`config.mk`:
```
export PLATFORM = sky130hd
export DESIGN_NAME = line_tracker_fsm
export DESIGN_NICKNAME = d
export VERILOG_FILES = /design/src/rtl/tracker_pkg.sv /design/src/rtl/sensor_filter.sv /design/src/rtl/line_tracker_fsm.sv
export SDC_FILE = /design/constraint.sdc
export NUM_CORES = 1
export LEC_CHECK = 0
export CAP_MARGIN = 30
export CORE_MARGIN = 1.5
export CORE_UTILIZATION = 55
export CTS_CLUSTER_DIAMETER = 80
export CTS_CLUSTER_SIZE = 28
export DETAILED_ROUTE_END_ITERATION = 7
export DONT_BUFFER_PORTS = 1
export PLACE_DENSITY = 0.73
export SKIP_CTS_REPAIR_TIMING = 1
export SLEW_MARGIN = 15
export SYNTH_ARGS = -nofsm -noshare
export SYNTH_HDL_FRONTEND = slang
export SYNTH_HIERARCHICAL = 1
export SYNTH_SLANG_ARGS = --single-unit
export TNS_END_PERCENT = 5
```
`constraint.sdc`:
```
create_clock -name clk -period 3.5 [get_ports clk]
set_input_delay 0.7 -clock clk [delete_from_list [all_inputs] [get_ports clk]]
set_output_delay 0.7 -clock clk [all_outputs]
set_load 0.005 [all_outputs]
```
`src/rtl/tracker_pkg.sv`:
```
// Purpose: shared mode codes, route codes and FSM state type for the line tracker and motor controller.
// Latency: n/a (definitions only).
// Backpressure: n/a.
// Contents: MODE_* codes (5 bit), ROUTE_* codes (2 bit), state_t, follow_next() pattern helper.
package tracker_pkg;

  localparam logic [4:0] MODE_IDLE              = 5'd0;
  localparam logic [4:0] MODE_START             = 5'd1;
  localparam logic [4:0] MODE_COUNT             = 5'd2;
  localparam logic [4:0] MODE_STRAIGHT          = 5'd3;
  localparam logic [4:0] MODE_CHOOSE            = 5'd4;
  localparam logic [4:0] MODE_TURN_STRAIGHT     = 5'd5;
  localparam logic [4:0] MODE_TURN_LEFT         = 5'd6;
  localparam logic [4:0] MODE_TURN_RIGHT        = 5'd7;
  localparam logic [4:0] MODE_TURN_LITTLE_LEFT  = 5'd8;
  localparam logic [4:0] MODE_TURN_LITTLE_RIGHT = 5'd9;
  localparam logic [4:0] MODE_STOP              = 5'd30;
  localparam logic [4:0] MODE_ERROR             = 5'd31;

  localparam logic [1:0] ROUTE_THROUGH = 2'b00;
  localparam logic [1:0] ROUTE_LEFT    = 2'b01;
  localparam logic [1:0] ROUTE_RIGHT   = 2'b10;
  localparam logic [1:0] ROUTE_STOP    = 2'b11;

  // State encoding equals the mode code so the mode output is the state register itself.
  typedef enum logic [4:0] {
    ST_IDLE              = MODE_IDLE,
    ST_START             = MODE_START,
    ST_COUNT             = MODE_COUNT,
    ST_STRAIGHT          = MODE_STRAIGHT,
    ST_CHOOSE            = MODE_CHOOSE,
    ST_TURN_STRAIGHT     = MODE_TURN_STRAIGHT,
    ST_TURN_LEFT         = MODE_TURN_LEFT,
    ST_TURN_RIGHT        = MODE_TURN_RIGHT,
    ST_TURN_LITTLE_LEFT  = MODE_TURN_LITTLE_LEFT,
    ST_TURN_LITTLE_RIGHT = MODE_TURN_LITTLE_RIGHT,
    ST_STOP              = MODE_STOP,
    ST_ERROR             = MODE_ERROR
  } state_t;

  // Line-following reaction to a filtered {L,M,R} pattern; 000 and 101 hold the current state.
  function automatic state_t follow_next(input logic [2:0] pat, input state_t cur);
    state_t res;
    res = cur;
    case (pat)
      3'b010:         res = ST_STRAIGHT;
      3'b100, 3'b110: res = ST_TURN_LITTLE_LEFT;
      3'b001, 3'b011: res = ST_TURN_LITTLE_RIGHT;
      3'b111:         res = ST_CHOOSE;
      default:        res = cur;
    endcase
    return res;
  endfunction

endpackage

```
`src/rtl/sensor_filter.sv`:
```
// Purpose: synchronise the asynchronous 3-bit IR sensor bus and accept a pattern only once stable.
// Latency: 2 + FILTER_CYCLES cycles from a raw change to the filtered output.
// Backpressure: none; free-running, any change of the synchronised value restarts the count.
// Ports: clk, rst (async, active-high), raw[2:0] {L,M,R} asynchronous, filtered[2:0] accepted pattern.
module sensor_filter #(
  parameter int FILTER_CYCLES = 100_000
) (
  input  logic       clk,
  input  logic       rst,
  input  logic [2:0] raw,
  output logic [2:0] filtered
);

  localparam int CW = $clog2(FILTER_CYCLES + 1);
  localparam logic [CW:0] FILTER_LIM = (CW + 1)'(FILTER_CYCLES);

  logic [2:0]    sync1, sync2, cand;
  logic [CW-1:0] cnt;
  logic [CW:0]   samples;

  // Number of consecutive equal synchronised samples including the current one.
  always_comb samples = (sync2 == cand) ? ({1'b0, cnt} + 1'b1) : (CW + 1)'(1);

  always_ff @(posedge clk or posedge rst) begin
    if (rst) begin
      sync1    <= '0;
      sync2    <= '0;
      cand     <= '0;
      cnt      <= '0;
      filtered <= '0;
    end else begin
      sync1 <= raw;
      sync2 <= sync1;
      cand  <= sync2;
      if (samples >= FILTER_LIM) begin
        filtered <= sync2;
        cnt      <= CW'(FILTER_CYCLES);  // saturate while the pattern stays put
      end else begin
        cnt <= samples[CW-1:0];
      end
    end
  end

endmodule

```
`src/rtl/line_tracker_fsm.sv`:
```
// Purpose: line-tracking mode generator feeding the motor controller (filter + route-table FSM).
// Latency: mode/last_mode registered, one cycle after the filtered pattern that causes a change.
// Backpressure: none; start is a one-cycle pulse honoured only in IDLE, STOP and ERROR.
// Ports: clk, rst (async, active-high), start, sensor[2:0] raw {L,M,R}, [obstacle],
//        mode[4:0], last_mode[4:0] (state just left, one cycle), node_count[7:0].
// Optional: define TRACKER_OBSTACLE_EN to add the obstacle input that forces STOP while following.
module line_tracker_fsm
  import tracker_pkg::*;
#(
  parameter int FILTER_CYCLES   = 100_000,
  parameter int COUNT_CYCLES    = 100_000_000,
  parameter int MIN_TURN_CYCLES = 20_000_000,
  parameter int TURN_TIMEOUT    = 300_000_000,
  parameter int LOST_CYCLES     = 50_000_000,
  parameter int NUM_NODES       = 8,
  parameter logic [2*NUM_NODES-1:0] ROUTE = '0
) (
  input  logic       clk,
  input  logic       rst,
  input  logic       start,
`ifdef TRACKER_OBSTACLE_EN
  input  logic       obstacle,
`endif
  input  logic [2:0] sensor,
  output logic [4:0] mode,
  output logic [4:0] last_mode,
  output logic [7:0] node_count
);

  localparam int CW = $clog2(COUNT_CYCLES + 1);
  localparam int TW = $clog2(TURN_TIMEOUT + 1);
  localparam int LW = $clog2(LOST_CYCLES + 1);
  localparam int IW = $clog2(NUM_NODES + 1);

  localparam logic [CW-1:0] COUNT_LAST = CW'(COUNT_CYCLES - 1);
  localparam logic [TW-1:0] DWELL_LAST = TW'(TURN_TIMEOUT - 1);
  localparam logic [TW-1:0] DWELL_MIN  = TW'(MIN_TURN_CYCLES);
  localparam logic [LW-1:0] LOST_LAST  = LW'(LOST_CYCLES - 1);
  localparam logic [IW-1:0] IDX_END    = IW'(NUM_NODES);

  state_t                 state, nxt;
  logic [2:0]             filt;
  logic [CW-1:0]          count_cnt;
  logic [TW-1:0]          dwell_cnt;
  logic [LW-1:0]          lost_cnt;
  logic [IW-1:0]          route_idx;
  logic [2*NUM_NODES-1:0] route_shift;
  logic [1:0]             route_code;
  logic                   follow_st, turn_st, timeout, lost_hit;

  sensor_filter #(.FILTER_CYCLES(FILTER_CYCLES)) u_filter (
    .clk      (clk),
    .rst      (rst),
    .raw      (sensor),
    .filtered (filt)
  );

  assign mode        = state;
  assign route_shift = ROUTE >> {route_idx, 1'b0};
  assign route_code  = route_shift[1:0];

  assign follow_st = (state == ST_STRAIGHT) || (state == ST_TURN_LITTLE_LEFT) ||
                     (state == ST_TURN_LITTLE_RIGHT);
  assign turn_st   = (state == ST_TURN_STRAIGHT) || (state == ST_TURN_LEFT) ||
                     (state == ST_TURN_RIGHT) || (state == ST_TURN_LITTLE_LEFT) ||
                     (state == ST_TURN_LITTLE_RIGHT);
  // Both fire on the edge at which the counter would reach its limit.
  assign timeout   = turn_st && (dwell_cnt == DWELL_LAST);
  assign lost_hit  = follow_st && (filt == 3'b000) && (lost_cnt == LOST_LAST);

  always_comb begin
    nxt = state;
    case (state)
      ST_IDLE, ST_STOP, ST_ERROR: if (start) nxt = ST_START;
      ST_START:                   nxt = ST_COUNT;
      ST_COUNT:                   if (count_cnt == COUNT_LAST) nxt = ST_STRAIGHT;
      ST_STRAIGHT, ST_TURN_LITTLE_LEFT, ST_TURN_LITTLE_RIGHT: begin
        if (timeout || lost_hit) nxt = ST_ERROR;
        else                     nxt = follow_next(filt, state);
      end
      ST_CHOOSE: begin
        if (route_idx == IDX_END) begin
          nxt = ST_STOP;
        end else begin
          case (route_code)
            ROUTE_THROUGH: nxt = ST_TURN_STRAIGHT;
            ROUTE_LEFT:    nxt = ST_TURN_LEFT;
            ROUTE_RIGHT:   nxt = ST_TURN_RIGHT;
            ROUTE_STOP:    nxt = ST_STOP;
          endcase
        end
      end
      ST_TURN_STRAIGHT: begin
        if (timeout)               nxt = ST_ERROR;
        else if (filt != 3'b111)   nxt = ST_STRAIGHT;
      end
      ST_TURN_LEFT, ST_TURN_RIGHT: begin
        if (timeout)                                     nxt = ST_ERROR;
        else if (dwell_cnt >= DWELL_MIN && filt == 3'b010) nxt = ST_STRAIGHT;
      end
      default: nxt = ST_ERROR;
    endcase
`ifdef TRACKER_OBSTACLE_EN
    // Hard turns are committed; the obstacle only stops the car while it follows the line.
    if (obstacle && (follow_st || state == ST_TURN_STRAIGHT)) nxt = ST_STOP;
`endif
  end

  always_ff @(posedge clk or posedge rst) begin
    if (rst) begin
      state      <= ST_IDLE;
      last_mode  <= '0;
      node_count <= '0;
      route_idx  <= '0;
      count_cnt  <= '0;
      dwell_cnt  <= '0;
      lost_cnt   <= '0;
    end else begin
      state     <= nxt;
      last_mode <= (nxt != state) ? mode : MODE_IDLE;
      if (nxt != state) begin
        count_cnt <= '0;
        dwell_cnt <= '0;
        lost_cnt  <= '0;
      end else begin
        if (state == ST_COUNT) count_cnt <= count_cnt + 1'b1;
        if (turn_st)           dwell_cnt <= dwell_cnt + 1'b1;
        if (follow_st)         lost_cnt  <= (filt == 3'b000) ? lost_cnt + 1'b1 : '0;
      end
      if (nxt == ST_START) begin
        route_idx  <= '0;
        node_count <= '0;
      end else if (state == ST_CHOOSE) begin
        if (route_idx != IDX_END) route_idx  <= route_idx + 1'b1;
        if (node_count != 8'hFF)  node_count <= node_count + 8'd1;
      end
    end
  end

endmodule

```
==> results of run 1 <==
## worst max-delay path: stages, from the launching register on
cell      delay (ps)
dfrtp_1          430
or4_1            510
or4_4            440
nor4_4           340
nor2_2           120
and3_4           220
nor4_4           290
nand4_4          300
buf_12           280
a311oi_1         210
## where the power goes
group | total (mW) | internal [mW] | switching (mW)
Combinational | 1.41 | 0.474 | 0.937
Clock | 1.84 | 1.16 | 0.675
Sequential | 1.82 | 1.67 | 0.144
Total | 5.06 | 3.31 | 1.76
## final cells by class
cell class              instances  area share (%)
clock inverters                11           1.760
multi-input cells             617           47.77
inverters                      16          0.7395
flip-flops and latches        133           39.34
clock buffers                  21           5.443
repair buffers                 22           2.337
well taps                     176           2.603
## final timing paths
| check | slack (ps) | cells past startpoint | to |
|---|---|---|---|
| max in group asynchronous | 2400 | 2 | dwell_cnt[9]$_DFFE_PP0P_ |
| min | 270 | 1 | lost_cnt[1]$_DFFE_PP0P_ |
| max | 240 | 9 | lost_cnt[6]$_DFFE_PP0P_ |
| max reg2reg | 240 | 9 | lost_cnt[6]$_DFFE_PP0P_ |
| min in group clk | 300 | 0 | u_filter/sync1[0]$_DFF_PP0_ |
| min reg2reg | 350 | 0 | u_filter/sync2[0]$_DFF_PP0_ |
## registers in the layout, indices dropped and copies added, names as in the netlist, 4 cells and up
signal and cells:
mode 5, u_filter/cnt 17, node_count 8, lost_cnt 26, route_idx 4, dwell_cnt 29
last_mode 5, count_cnt 27
## metrics by stage
stage | cells | instance area, sq um
detailed placement | 964 | 7839
floorplan | 804 | 7625
global route | 996 | 8459
global placement | 963 | 7824
CTS | 996 | 8448
finish | 996 | 8459
## cells in the mapped netlist, drive strengths merged, types with 3 or more instances
library cell,count,area share [%]
or3,6,0.49
and2,16,1.3
or4,5,0.54
dfrtp,133,44
nand4,25,2.3
o21ai,31,2.0
nand3b,3,0.30
ha,10,1.6
a2bb2oi,3,0.34
nand2b,3,0.25
nand4b,5,0.57
nor2b,11,0.90
and4,9,1.1
buf,13,1.7
a31oi,10,0.82
nand3,41,2.8
a311oi,11,2.1
o31ai,7,0.75
o21a,7,0.69
mux2,4,0.74
nor3b,4,0.46
nand2,68,3.3
nor2,131,7.5
inv,16,0.79
a21oi,22,1.4
xnor2,39,4.5
mux2i,6,0.79
nor3,22,1.7
a211oi,6,0.66
o211ai,3,0.36
clkbuf,25,1.3
nor4,13,1.7
a22oi,4,0.57
xor2,44,5.1
and3,28,2.4
## cells by family after synthesis
| logic type | Yosys count | share of synthesized area [%] |
|---|---|---|
| compound gates | 116 | 11.19 |
| mux | 10 | 1.526 |
| fa+ha+maj | 10 | 1.641 |
| buf+inv | 54 | 3.758 |
| simple gates | 398 | 28.70 |
| flops | 133 | 43.65 |
| xor+xnor | 83 | 9.534 |
## routing by layer
| layer | track usage, % | up-vias |
|---|---|---|
| li1 | - | 2833 |
| met5 | 0 | - |
| met1 | 33.35 | 2926 |
| met4 | 9.559 | 0 |
| met3 | 5.896 | 38 |
| met2 | 40.13 | 142 |
==> metrics.md, run 1 <==
| Metric | Value |
|---|---|
| First-pass GRT wire length | `29.39 mm` |
| EDFF count, synth | `0` |
| Synth Register Bits | `133` |
| Ant. Diodes | `0` |
| Num CTS Buffers | `17` |
| Drt drc | `0` |
| Input/output buffers | `0` |
| Setup slack at placement | `186.8 ps` |
| # H-tree levels | `4` |
| Top FF cell, synth | `dfrtp_1` |
| Final Routed Wirelength | `about 17 mm` |
| Worst min path class | `primary input to asynchronous set/reset pin` |
| Sequential area share after synthesis | `a little over two fifths` |
| Top routing layer in use | `met4` |
| CTS tree | `built` |
| Max Cap Viol | `0` |
| Critical path origin | `lost_cnt[8]$_DFFE_PP0P_` |
| Worst slew margin | `52.42%` |
| CP required | `3830 ps` |
| Final setup fails | `0` |
| Iteration count of the initial detailed-routing pass | `5` |
| Most common cell after layout, fill and taps aside | `dfrtp_1` |
| Leak | `~3.4 nW` |
| Yosys warning count | `6` |
| Largest net degree at the start of global routing | `58` |
| Initial antenna violation count | `0` |
| Async set-reset flop share out of synthesis | `100.0%` |
| Top achievable clock speed | `0.3068 GHz` |
| Via count | `5939` |
| RePlAce Congestion | `0.9805` |
| Wire length per cell | `16.79 microns` |
| Final critical-path share of the clock period | `93.12%` |
| Fin. Hold Viols | `0` |
| Die Span X | `120.7 microns` |
| TritonCTS Sinks | `133` |
| Grt ovf | `0` |
| CTS root buffer | `clkbuf_16` |
| DIE HEIGHT | `about 120 microns` |
| Worst Setup Start Kind | `register` |
| Ports | `24` |
| Hold WS | `273.0 ps` |
| Worst slew pin tran | `713.8 ps` |
| Status | `finished, final reports clean` |
| Maximum fanout along the worst path | `29` |
| Reg area | `around 3300 sq um` |
| R2r startpoint | `lost_cnt[8]$_DFFE_PP0P_` |
| Crit path capture type | `register` |
| Post-layout util | `between 60% and 70%` |
| Period minus WS final | `approximately 3300 ps` |
| Syn_nets | `820` |
| Starting Density | `56.90%` |
| Overall routing resource usage | `25.14%` |
| WL met1 | `roughly 7.5 mm` |
| Setup CP Type | `register to register` |
| Total power | `5.065 mW` |
| Detailed Place HPWL | `11.44 mm` |
| RSZ-0062 raised after global routing | `false` |
| Die Area | `14580 sq um` |
| Multi-input logic area | `~4000 sq um` |
| Vias in the first global route | `6054` |
| Clock Skews | `between 7 and 8 ps` |
| Netlist cell types | `77` |
| Fillers | `1130` |
| Core Footprint | `13400 sq um` |
| Synth Cell Area | `approximately 7600 sq um` |
| Wire length on met2 | `8.113 mm` |
| Pwr Density | `approximately 600 nW/um^2` |
| Slew Viols, Final | `0` |
| Data arrival, critical path | `approximately 3600 ps` |
| Commonest cells after routing, fill and taps aside | `dfrtp_1, nor2_1, nand2_1` |
| Area growth syn-to-layout | `10.95%` |
| Iter 0 DRT Violations | `388` |
| Share of post-route cells with drive strength above 1 | `about an eighth` |
| Clock transition at the registers of the reported paths | `roughly 60 ps` |
| Syn Inst Count | `between 800 and 900` |
| Post-route setup slack | `240.9 ps` |
| Post-route ant nets | `0` |
| Peak supply drop | `0.5027 mV` |
| Syn Area/Cell | `about 9.5 sq um` |
| Std cell rows | `42` |
| Met3 WL | `726 microns` |
| Skew-Pair Late Insertion Delay | `420 ps` |
| Max Buffers Root-to-Sink | `2` |
| Via density per instance | `5.963` |
| Layout net count | `around 820` |
| Setup tns final | `0 ps` |
No activity file was read; power rests on OpenSTA's default activity.
==> run 2: changes to the inputs <==
Settings changed: CORE_UTILIZATION 55 to 58, PLACE_DENSITY 0.73 to 0.76.
==> run 2 against run 1 <==
Register-to-register slack better by 80 ps. Flip-flop and latch count is the same. Setup slack improved by 78 ps. Critical endpoint is now lost_cnt[8]$_DFFE_PP0P_. Highest routed layer unchanged.
==> metrics.md, run 2 (synthesized netlist as in run 1, its figures left out) <==
| Metric | Value |
|---|---|
| Final critical-path share of the clock period | `between 90% and 100%` |
| Die Span X | `between 100 and 150 microns` |
| TritonCTS Sinks | `around 130` |
| CP required | `3820 ps` |
| Wire length per cell | `16.97 microns` |
| Num CTS Buffers | `17` |
| Status | `finished, final reports clean` |
| Largest regs | `dwell_cnt (29), count_cnt (27), lost_cnt (26)` |
| Iter 0 DRT Violations | `554` |
| Cell total after placement | `~960` |
| RSZ-0062 raised after global routing | `false` |
| Crit path capture type | `register` |
| Ports | `24` |
| Commonest cells after routing, fill and taps aside | `dfrtp_1, nor2_1, nand2_1` |
| Data arrival, critical path | `3500 ps` |
| DIE HEIGHT | `117.7 microns` |
| Top achievable clock speed | `0.3143 GHz` |
| Final setup fails | `0` |
| RePlAce Congestion | `0.9735` |
| # H-tree levels | `4` |
| Pwr Density | `592.3 nW/um^2` |
| Die Area | `13840 sq um` |
| Vias in the first global route | `5972` |
| Worst min path class | `primary input to asynchronous set/reset pin` |
| Core Footprint | `12720 sq um` |
| R2r startpoint | `lost_cnt[0]$_DFFE_PP0P_` |
| Clock Skews | `8.733 ps` |
| Worst slew margin | `49.36%` |
| Ant. Diodes | `0` |
| Slew Viols, Final | `0` |
| Setup tns final | `0 ps` |
| Largest register FFs | `29` |
| CTS tree | `built` |
| Worst R2R End | `lost_cnt[8]$_DFFE_PP0P_` |
| Fin. Hold Viols | `0` |
| Total power | `4.977 mW` |
| Cell count of the worst reg-to-reg path | `10` |
| Detailed Place HPWL | `11.23 mm` |
| Peak supply drop | `0.6953 mV` |
| Max Buffers Root-to-Sink | `2` |
| Setup slack at placement | `340.1 ps` |
| Via count | `between 6000 and 7000` |
| Initial antenna violation count | `0` |
| Input/output buffers | `0` |
| Maximum fanout along the worst path | `43` |
| Max Cap Viol | `0` |
| Worst Setup Start Kind | `register` |
| Area growth syn-to-layout | `10.19%` |
| First-pass GRT wire length | `28.84 mm` |
| Clock transition at the registers of the reported paths | `60 ps` |
| Grt ovf | `0` |
| Iteration count of the initial detailed-routing pass | `5` |
| Share of post-route cells with drive strength above 1 | `approximately an eighth` |
| Setup CP Type | `register to register` |
| Period minus WS final | `3182 ps` |
| Most common cell after layout, fill and taps aside | `dfrtp_1` |
| Drt drc | `0` |
| Starting Density | `59.93%` |
| Skew-Pair Late Insertion Delay | `between 400 and 500 ps` |
| Fillers | `about 1000` |
| Worst slew pin tran | `752.7 ps` |
| Via density per instance | `6.102` |
| Layout net count | `818` |
| Post-layout util | `about 66%` |
| Leak | `between 3 and 4 nW` |
| Post-route insts no fill | `between 900 and 1000` |
| Worst R2R Setup Slack | `320 ps` |
| Post-route setup slack | `318.4 ps` |
| Final Routed Wirelength | `16.75 mm` |
| Overall routing resource usage | `25.36%` |
| CTS root buffer | `clkbuf_16` |
| Largest net degree at the start of global routing | `45` |
| Post-route ant nets | `0` |
| Most flops, register | `dwell_cnt` |
| Std cell rows | `between 40 and 50` |
[run 2: cell count changes in the layout (fill, tap and decap cells not counted), sizes merged]
cell and change:
buf -5, bufinv -1, clkbuf -3, clkinv -3, clkinvlp +6, inv +1
[run 2: worst max-delay path by stage]
stage                                        from                  endpoint  slack [ps]
final                     lost_cnt[0]$_DFFE_PP0P_   lost_cnt[8]$_DFFE_PP0P_         320
after global routing      lost_cnt[0]$_DFFE_PP0P_   lost_cnt[9]$_DFFE_PP0P_         170
after detailed placement  lost_cnt[0]$_DFFE_PP0P_   lost_cnt[6]$_DFFE_PP0P_         340
after global placement    lost_cnt[0]$_DFFE_PP0P_   lost_cnt[6]$_DFFE_PP0P_         450
after floorplan                               rst  count_cnt[0]$_DFFE_PP0P_          70
after CTS                 lost_cnt[0]$_DFFE_PP0P_   lost_cnt[8]$_DFFE_PP0P_         350
[run 2: cell type report]
type / instances / area, sq um / share of cell area (%)
well taps: 172 / 215.2 / 2.561
repair buffers: 17 / 172.7 / 2.055
flip-flops and latches: 133 / 3328 / 39.61
multi-input cells: 617 / 4030 / 47.97
clock inverters: 14 / 153.9 / 1.832
inverters: 16 / 62.56 / 0.7446
clock buffers: 18 / 439.2 / 5.227
[run 2: where the power goes]
part / total [mW] / switching, mW / internal, mW
sequential: 1.82 / 0.143 / 1.67
clock: 1.77 / 0.697 / 1.07
combinational: 1.39 / 0.939 / 0.452
total: 4.98 / 1.78 / 3.20
[run 2: metal layers]
layer / global-route usage, % / share of wire [%] / routed length [microns] / up-vias
li1: - / - / - / 2837
met1: 32.39 / 43 / 7153 / 2972
met2: 42.21 / 51 / 8537 / 180
met3: 5.766 / 4.3 / 719 / 34
met4: 9.451 / 2.0 / 336 / 0
met5: 0 / 0 / 0 / -
[run 2: worst max-delay path, stage by stage, from the launching register on]
cell and delay [ps]:
dfrtp_1 410, ha_1 200, nand3_1 220, or4_4 610, nor4_4 330, o21a_1 200
o211ai_1 120, a211oi_1 340, nand4_4 170, buf_12 240, a311oi_2 220
[run 2: metrics by stage]
stage / cell area (sq um) / hold WS [ps]
final: 8402 / 195.1
after CTS: 8402 / 193.4
after floorplan: 7625 / 331.2
after global placement: 7781 / 354.1
after detailed placement: 7809 / 360.4
after global routing: 8402 / 227.8
